[src/rtl/passcode_programmer.sv]
// passcode_programmer: collects a new BCD passcode twice from keypad events, checks that the
// two entries match, then writes the scrambled code into the stored code register.
// Optional build macro: INACTIVITY_TIMEOUT_EN (aborts an entry after TIMEOUT_CYC idle cycles).
module passcode_programmer #(
    parameter int unsigned NUM_DIGITS   = 4,
    parameter logic [15:0] SCRAMBLE_KEY = 16'h5A3C,
    parameter int unsigned TIMEOUT_CYC  = 1000
) (
    input  logic        clk,
    input  logic        rst,
    input  logic        prog_req,
    input  logic        digit_valid,
    input  logic [3:0]  digit,
    input  logic        enter,
    input  logic        cancel,
    output logic        load,
    output logic [15:0] datain,
    output logic        busy,
    output logic        done,
    output logic        error
);

    localparam int unsigned CODE_W = NUM_DIGITS * 4;
    localparam int unsigned CNT_W  = $clog2(NUM_DIGITS + 1);
    localparam logic [CNT_W-1:0] FULL = CNT_W'(NUM_DIGITS);

    // Reject parameter sets the 16-bit datapath cannot represent.
    if (CODE_W != 16 || TIMEOUT_CYC == 0) begin : g_param_check
        $error("passcode_programmer: NUM_DIGITS*4 must be 16 and TIMEOUT_CYC must be nonzero");
    end

    typedef enum logic [2:0] {
        IDLE   = 3'd0,
        ENTRY1 = 3'd1,
        ENTRY2 = 3'd2,
        COMMIT = 3'd3,
        DONE   = 3'd4,
        ERR    = 3'd5
    } state_t;

    state_t             state_q, state_d;
    logic [CODE_W-1:0]  code_q, code_d;
    logic [CODE_W-1:0]  first_q, first_d;
    logic [CNT_W-1:0]   count_q, count_d;
    logic               load_q, load_d;
    logic [15:0]        datain_q, datain_d;
    logic               busy_q, busy_d;
    logic               done_q, done_d;
    logic               error_q, error_d;
    logic               timeout_c;

`ifdef INACTIVITY_TIMEOUT_EN
    localparam int unsigned TO_W = $clog2(TIMEOUT_CYC + 1);
    logic [TO_W-1:0] idle_q, idle_d;
    logic            in_entry_c;

    // Count consecutive quiet cycles while an entry is in progress.
    always_comb begin
        in_entry_c = (state_q == ENTRY1) || (state_q == ENTRY2);
        idle_d     = '0;
        timeout_c  = 1'b0;
        if (in_entry_c && !(digit_valid || enter)) begin
            idle_d    = idle_q + TO_W'(1);
            timeout_c = (idle_q == TO_W'(TIMEOUT_CYC - 1));
        end
    end

    // Idle counter register.
    always_ff @(posedge clk) begin
        if (rst) idle_q <= '0;
        else     idle_q <= idle_d;
    end
`else
    assign timeout_c = 1'b0;
`endif

    // State, buffer and output registers.
    always_ff @(posedge clk) begin
        if (rst) begin
            state_q  <= IDLE;
            code_q   <= '0;
            first_q  <= '0;
            count_q  <= '0;
            load_q   <= 1'b0;
            datain_q <= 16'h0000;
            busy_q   <= 1'b0;
            done_q   <= 1'b0;
            error_q  <= 1'b0;
        end else begin
            state_q  <= state_d;
            code_q   <= code_d;
            first_q  <= first_d;
            count_q  <= count_d;
            load_q   <= load_d;
            datain_q <= datain_d;
            busy_q   <= busy_d;
            done_q   <= done_d;
            error_q  <= error_d;
        end
    end

    // Next-state, buffer update and registered-output decode.
    always_comb begin
        state_d = state_q;
        code_d  = code_q;
        first_d = first_q;
        count_d = count_q;

        case (state_q)
            IDLE: begin
                if (prog_req) begin
                    state_d = ENTRY1;
                    code_d  = '0;
                    first_d = '0;
                    count_d = '0;
                end
            end
            ENTRY1, ENTRY2: begin
                if (cancel) begin
                    state_d = IDLE;
                    code_d  = '0;
                    first_d = '0;
                    count_d = '0;
                end else if (enter) begin
                    if (count_q != FULL) begin
                        state_d = ERR;
                    end else if (state_q == ENTRY1) begin
                        state_d = ENTRY2;
                        first_d = code_q;
                        code_d  = '0;
                        count_d = '0;
                    end else if (code_q == first_q) begin
                        state_d = COMMIT;
                    end else begin
                        state_d = ERR;
                    end
                end else if (digit_valid) begin
                    if (digit > 4'd9) begin
                        state_d = ERR;
                    end else if (count_q != FULL) begin
                        code_d  = {code_q[CODE_W-5:0], digit};
                        count_d = count_q + CNT_W'(1);
                    end
                end else if (timeout_c) begin
                    state_d = ERR;
                end
            end
            COMMIT: state_d = DONE;
            DONE:   state_d = IDLE;
            ERR: begin
                state_d = IDLE;
                code_d  = '0;
                first_d = '0;
                count_d = '0;
            end
            default: state_d = IDLE;
        endcase

        load_d   = (state_d == COMMIT);
        done_d   = (state_d == DONE);
        error_d  = (state_d == ERR);
        busy_d   = (state_d != IDLE);
        datain_d = (state_d == COMMIT) ? (code_q ^ SCRAMBLE_KEY) : datain_q;
    end

    assign load   = load_q;
    assign datain = datain_q;
    assign busy   = busy_q;
    assign done   = done_q;
    assign error  = error_q;

endmodule
[config.mk]
export PLATFORM = sky130hd
export DESIGN_NAME = passcode_programmer
export DESIGN_NICKNAME = d
export VERILOG_FILES = /design/src/rtl/passcode_programmer.sv
export SDC_FILE = /design/constraint.sdc
export NUM_CORES = 1
export LEC_CHECK = 0
export CAP_MARGIN = 25
export CORE_MARGIN = 3
export CORE_UTILIZATION = 56
export CTS_CLUSTER_DIAMETER = 200
export DETAILED_ROUTE_END_ITERATION = 10
export MAX_ROUTING_LAYER = met4
export PLACE_DENSITY_LB_ADDON = 0.05
export RECOVER_POWER = 100
export SETUP_SLACK_MARGIN = 0.1
export SLEW_MARGIN = 15
export SYNTH_ARGS = -nofsm -noshare
export SYNTH_HDL_FRONTEND = slang
export SYNTH_SLANG_ARGS = --single-unit
export TNS_END_PERCENT = 100
[constraint.sdc]
create_clock -name clk -period 2.7 [get_ports clk]
set_input_delay 0.675 -clock clk [delete_from_list [all_inputs] [get_ports clk]]
set_output_delay 0.675 -clock clk [all_outputs]
set_load 0.1 [all_outputs]
==> results.json, run 1 <==
{
  "crit_path_end_kind": "register",
  "fp.dieW_um": 76.7,
  "cts-resized-gates": 0,
  "p_per_area_nw_per_um2": 543,
  "synth_cells": 315,
  "synthFlopType": "dfxtp_1",
  "grt_max_degree": 44,
  "period_needed_ns": 2.42,
  "numCtsBuffers": 9,
  "synth_area_leaders": "dfxtp_1 41%, nand3_1 7.1%, xor2_1 5.3%, o2111ai_1 5.0%, nand2_1 5.0%",
  "drtPass1Iterations": 4,
  "whs_ns": 0.463,
  "drt_wl_total_um": 6580,
  "antenna_cells": 0,
  "min_from": "first_q[4]",
  "nNetsFinal": 356,
  "ff2ff_setup_slack_ns": 0.48,
  "gp_congestion": 0.830,
  "period_share": 0.895,
  "antenna_found_initial": 0,
  "area_growth_pct": 12.3,
  "boundaryPins": 30,
  "yosysWarnings": 0,
  "synth-seq-cells": 58,
  "portBuffers": 29,
  "post-dp-hpwl_um": 4450,
  "synth-edff-count": 0,
  "rsz0062_at_grt": "false",
  "h-tree-depth": 3,
  "worstHoldPathCells": 2,
  "cts_tree": "done",
  "slew_headroom": 0.221,
  "clock.fmax_ghz": 0.414,
  "netlist.area_leader.share": 0.414,
  "grt_overflow": 0,
  "yosysTopAreaCell": "dfxtp_1",
  "slew_viol_final": 0,
  "clockBufferDepth": 2,
  "tns_ns": 0,
  "clk_pin_slew_ns": 0.07,
  "netlist_area_um2": 2800,
  "die_y_um": 76.7,
  "critPathKind": "in -> reg",
  "wire_per_inst_um": 15.8,
  "initial_core_util": 0.585,
  "cp.required_ns": 2.92,
  "synth_nets": 327,
  "cts_setup_buffers": 0,
  "critPathLaunchType": "primary input",
  "grt_pass1_wl_um": 11200,
  "avgSynthCellArea_um2": 8.89,
  "track_usage": 0.243,
  "route.detailed.drc": 0,
  "synthDistinctLibCells": 46,
  "grt_pass1_vias": 2247,
  "total_leakage_power_nw": 1.11,
  "crit_arrival_ns": 2.63,
  "reg2regPathDepth": 5,
  "cp_max_fo": 21,
  "hold_class": "reg -> reg",
  "worst_pin_slew_ns": 1.17,
  "drtAntennaViolNets": 0,
  "clock_skew_ns": 0.0115,
  "ctsHoldBuffers": 0,
  "die_area_um2": 5890,
  "drtIter0Drc": 142,
  "min_to": "first_q[4]",
  "drv_cap": 0,
  "peakVddDrop_mv": 0.404,
  "drive_above_1_share": 0.109,
  "vias": 2456,
  "row_count": 25,
  "viasPerCell": 5.90,
  "cts.sinks": 58,
  "outcome": "completed",
  "synthArstFlopShare": 0,
  "hold_viol_final": 0,
  "r2r-start": "state_q[0]",
  "r2r-end": "datain[10]",
  "clock-root-buffer": "clkbuf_8",
  "setup_violations": 0,
  "coreArea_um2": 4790,
  "ys_seq_area_frac": 0.414,
  "clk_latency_ns": 0.34
}
-- area by class of cell --
| class | instances | area [um2] |
|---|---|---|
| inverters | 4 | 15.0 |
| clock inverters | 5 | 30.0 |
| well taps | 67 | 83.8 |
| flip-flops and latches | 58 | 1160 |
| repair buffers | 45 | 282 |
| fillers | 433 | 1640 |
| clock buffers | 11 | 141 |
| multi-input cells | 226 | 1430 |
-- state kept, by name (all words and copies together) (netlist names) --
register	count
busy	1
code_q	16
count_q	3
datain	16
done	1
error	1
first_q	16
load	1
state_q	3
-- power by group --
group          internal (mW)  switching (mW)  leakage [nW]
clock network          0.352           0.334        0.0851
registers              0.859         0.00602         0.468
logic                 0.0484           0.108         0.557
-- cells in the mapped netlist, types with 2 or more instances --
cell type,count
dfxtp_1,58
nand3_1,40
nand2_1,37
a21oi_1,25
nor2_1,17
xor2_1,17
clkbuf_1,16
o2111ai_1,16
a22oi_1,9
o211ai_2,9
or3_1,8
o311ai_1,7
buf_2,4
buf_4,4
inv_1,4
buf_6,3
nand3b_1,3
a211oi_1,2
and2_1,2
and3b_1,2
ha_1,2
mux2i_1,2
nor2b_1,2
nor3_1,2
nor4_1,2
nor4_2,2
-- how the worst max path moves through the flow --
stage | startpoint | end | slack, ns | depth (start not counted)
CTS | enter | datain[10] | 0.43 | 6
finish | enter | datain[10] | 0.28 | 6
detailed placement | enter | datain[10] | 0.06 | 6
floorplan | digit[2] | code_q[2] | 0.66 | 6
global placement | enter | datain[1] | 0.16 | 6
global route | cancel | datain[10] | 0.13 | 6
-- kinds of logic after synthesis --
family / after synthesis / share of synthesized area
AOI/OAI and AO/OA: 81 / 0.229
xor gates and xnor gates: 18 / 0.0630
adders and majority gates: 2 / 0.00893
buffers and inverters: 31 / 0.0567
DFF: 58 / 0.414
muxes: 2 / 0.00715
and+or+nand+nor: 123 / 0.221
-- critical path, stage by stage --
cell and delay (ns):
clkdlybuf4s50_1 0.62, and3b_1 0.20, a221oi_1 0.05, o31a_2 0.43, clkbuf_2 0.25, o311ai_0 0.41
-- cells in the final DEF (no fill, tap or decap), drive strengths merged, types with 2 or more instances in the layout --
cell           count
clkdlybuf4s50      9
o2111ai           16
a21oi             26
clkinvlp           2
mux2i              2
buf               11
nand3b             3
nor2b              2
o211ai             9
ha                 2
a22oi              9
nand3             41
or3                8
dfxtp             58
nor4               4
clkbuf            36
clkinv             3
a211oi             2
xor2              18
and3b              2
nor2              17
o21ai              2
nor3               2
and2               2
o311ai             8
nand2             37
inv                4
-- through the flow --
stage / std cells / area [um2] / power [mW] / utilization / worst slack, ns
2_1_floorplan: 315 / 2800 / 0.993 / - / 0.659
3_3_place_gp: 400 / 3110 / 1.05 / 0.651 / 0.157
3_5_place_dp: 400 / 3110 / 1.05 / 0.651 / 0.0582
4_1_cts: 416 / 3290 / 1.73 / 0.687 / 0.427
5_1_grt: 416 / 3150 / 1.77 / 0.657 / 0.133
6_report: 416 / 3150 / 1.71 / 0.657 / 0.284
-- layer usage --
metal,up-vias,GRT usage,share of wire
li1,1211,-,-
met1,1169,0.324,0.46
met2,63,0.358,0.46
met3,13,0.0446,0.055
met4,0,0.112,0.021
met5,-,-,0
No activity file was read; power rests on OpenSTA's default activity.
==> run 2, diff against run 1 <==
Settings changed: CELL_PAD_IN_SITES_DETAIL_PLACEMENT set to 1, CELL_PAD_IN_SITES_GLOBAL_PLACEMENT set to 2, CORE_UTILIZATION 56 to 34.
==> results.json, run 2 (synthesized netlist as in run 1, its figures left out) <==
{
  "nNetsFinal": 362,
  "worst_path_largest_cell_delay_ns": 0.71,
  "vias": 2491,
  "grt_overflow": 0,
  "slew_headroom": 0.220,
  "whs_ns": 0.466,
  "cts-resized-gates": 0,
  "cts_setup_buffers": 0,
  "cp_cell_sequence": "dlygate4sd3_1, nand3_1, o211ai_2, o21ai_0, clkbuf_2, nand3b_1, a21oi_1",
  "p_per_area_nw_per_um2": 538,
  "combinationalPowerShare": 0.100,
  "cts.sinks": 58,
  "mostFrequentLayoutCells": "58 x dfxtp_1, 40 x nand3_1, 37 x nand2_1, 25 x a21oi_1, 22 x clkbuf_1",
  "die_area_um2": 9360,
  "rsz0062_at_grt": "false",
  "post-dp-hpwl_um": 5480,
  "intPower_mw": 1.27,
  "critPathLaunchType": "primary input",
  "wire_per_inst_um": 17.6,
  "viasPerCell": 5.45,
  "slowest_stage": "dlygate4sd3_1",
  "r2r-end": "datain[14]",
  "coreArea_um2": 7850,
  "route.detailed.drc": 0,
  "reg2regPathDepth": 6,
  "portBuffers": 29,
  "total_leakage_power_nw": 1.16,
  "grt_pass1_vias": 2487,
  "cp_max_fo": 16,
  "slew_viol_final": 0,
  "design_area_um2": 3270,
  "min_to": "first_q[2]",
  "ctsHoldBuffers": 0,
  "clock.fmax_ghz": 0.418,
  "antenna_cells": 0,
  "crit_arrival_ns": 2.66,
  "final_common_cell": "dfxtp_1",
  "ff2ff_setup_slack_ns": 0.46,
  "peakVddDrop_mv": 0.225,
  "setup_violations": 0,
  "worst_pin_slew_ns": 1.18,
  "gp_congestion": 0.768,
  "min_from": "first_q[2]",
  "p_sw_mw": 0.486,
  "row_count": 32,
  "grt_max_degree": 44,
  "r2r-start": "code_q[3]",
  "clockPowerShare": 0.408,
  "tns_ns": 0,
  "die_y_um": 96.8,
  "period_needed_ns": 2.39,
  "clock-root-buffer": "clkbuf_8",
  "area_growth_pct": 16.6,
  "crit_path_end_kind": "register",
  "drt_wl_total_um": 8060,
  "antenna_found_initial": 0,
  "initial_core_util": 0.357,
  "clock_skew_ns": 0.00847,
  "fillers": 951,
  "drtIter0Drc": 100,
  "worstHoldPathCells": 2,
  "drtPass1Iterations": 4,
  "outcome": "completed",
  "hold_class": "reg -> reg",
  "clk_latency_ns": 0.34,
  "grt_pass1_wl_um": 13500,
  "hold_viol_final": 0,
  "drive_above_1_share": 0.135,
  "clk_pin_slew_ns": 0.06,
  "cts_tree": "done",
  "h-tree-depth": 3,
  "dpl_cell_area_um2": 3220,
  "clockBufferDepth": 2,
  "boundaryPins": 30,
  "drtAntennaViolNets": 0,
  "critPathKind": "in -> reg",
  "drv_cap": 0,
  "cp.required_ns": 2.97,
  "track_usage": 0.185,
  "fp.dieW_um": 96.8,
  "swShare": 0.277,
  "numCtsBuffers": 9,
  "p_seq_frac": 0.492,
  "period_share": 0.886
}
## run 2: cell types whose count changed in the layout (fill, tap and decap cells not counted), moves of 2 or more
cell	change
buf_4	+6
clkbuf_1	-2
o311ai_0	-4
o311ai_1	+3
## run 2: metrics by stage
stage | worst slack, ns | utilization | instances | power [mW]
after detailed placement | 0.0754 | 0.410 | 441 | 1.07
final | 0.309 | 0.416 | 457 | 1.76
after CTS | 0.443 | 0.432 | 457 | 1.79
after floorplan | 0.659 | - | 315 | 0.993
after global placement | 0.0973 | 0.410 | 441 | 1.07
after global routing | 0.162 | 0.416 | 457 | 1.84
## run 2: worst max-delay path by stage
stage | startpoint | end | slack (ns) | cells after the start
2_1_floorplan | digit[2] | code_q[2] | 0.66 | 6
3_3_place_gp | digit[2] | datain[13] | 0.1 | 7
3_5_place_dp | digit[2] | datain[13] | 0.08 | 7
4_1_cts | digit[2] | datain[13] | 0.44 | 7
5_1_grt | enter | code_q[4] | 0.16 | 7
6_report | enter | code_q[4] | 0.31 | 7
## run 2: worst max-delay path: cells and delay by family
kind	cells	cell delay (ns)
simple gates	2	0.43
buf+inv	2	0.99
compound gates	3	0.56
## run 2: cell type report
type	instances	area, um2	share of cell area
flip-flops and latches	58	1160	0.356
clock inverters	5	30.0	0.00920
multi-input cells	226	1450	0.443
clock buffers	11	141	0.0433
well taps	102	128	0.0391
inverters	4	15.0	0.00460
repair buffers	51	344	0.105
## run 2: power groups by stage
| stage | clock, mW | combinational [mW] | sequential [mW] |
|---|---|---|---|
| 3_3_place_gp | 0 | 0.184 | 0.884 |
| 6_report | 0.717 | 0.175 | 0.864 |
| 3_5_place_dp | 0 | 0.184 | 0.884 |
| 2_1_floorplan | 0 | 0.101 | 0.892 |
| 5_1_grt | 0.786 | 0.193 | 0.864 |
| 4_1_cts | 0.737 | 0.185 | 0.864 |
## run 2: metal layers
metal	track usage	wire, um	vias up
li1	-	-	1228
met1	0.240	3960	1207
met2	0.283	3720	47
met3	0.0454	276	9
met4	0.0605	93	0
met5	-	0	-
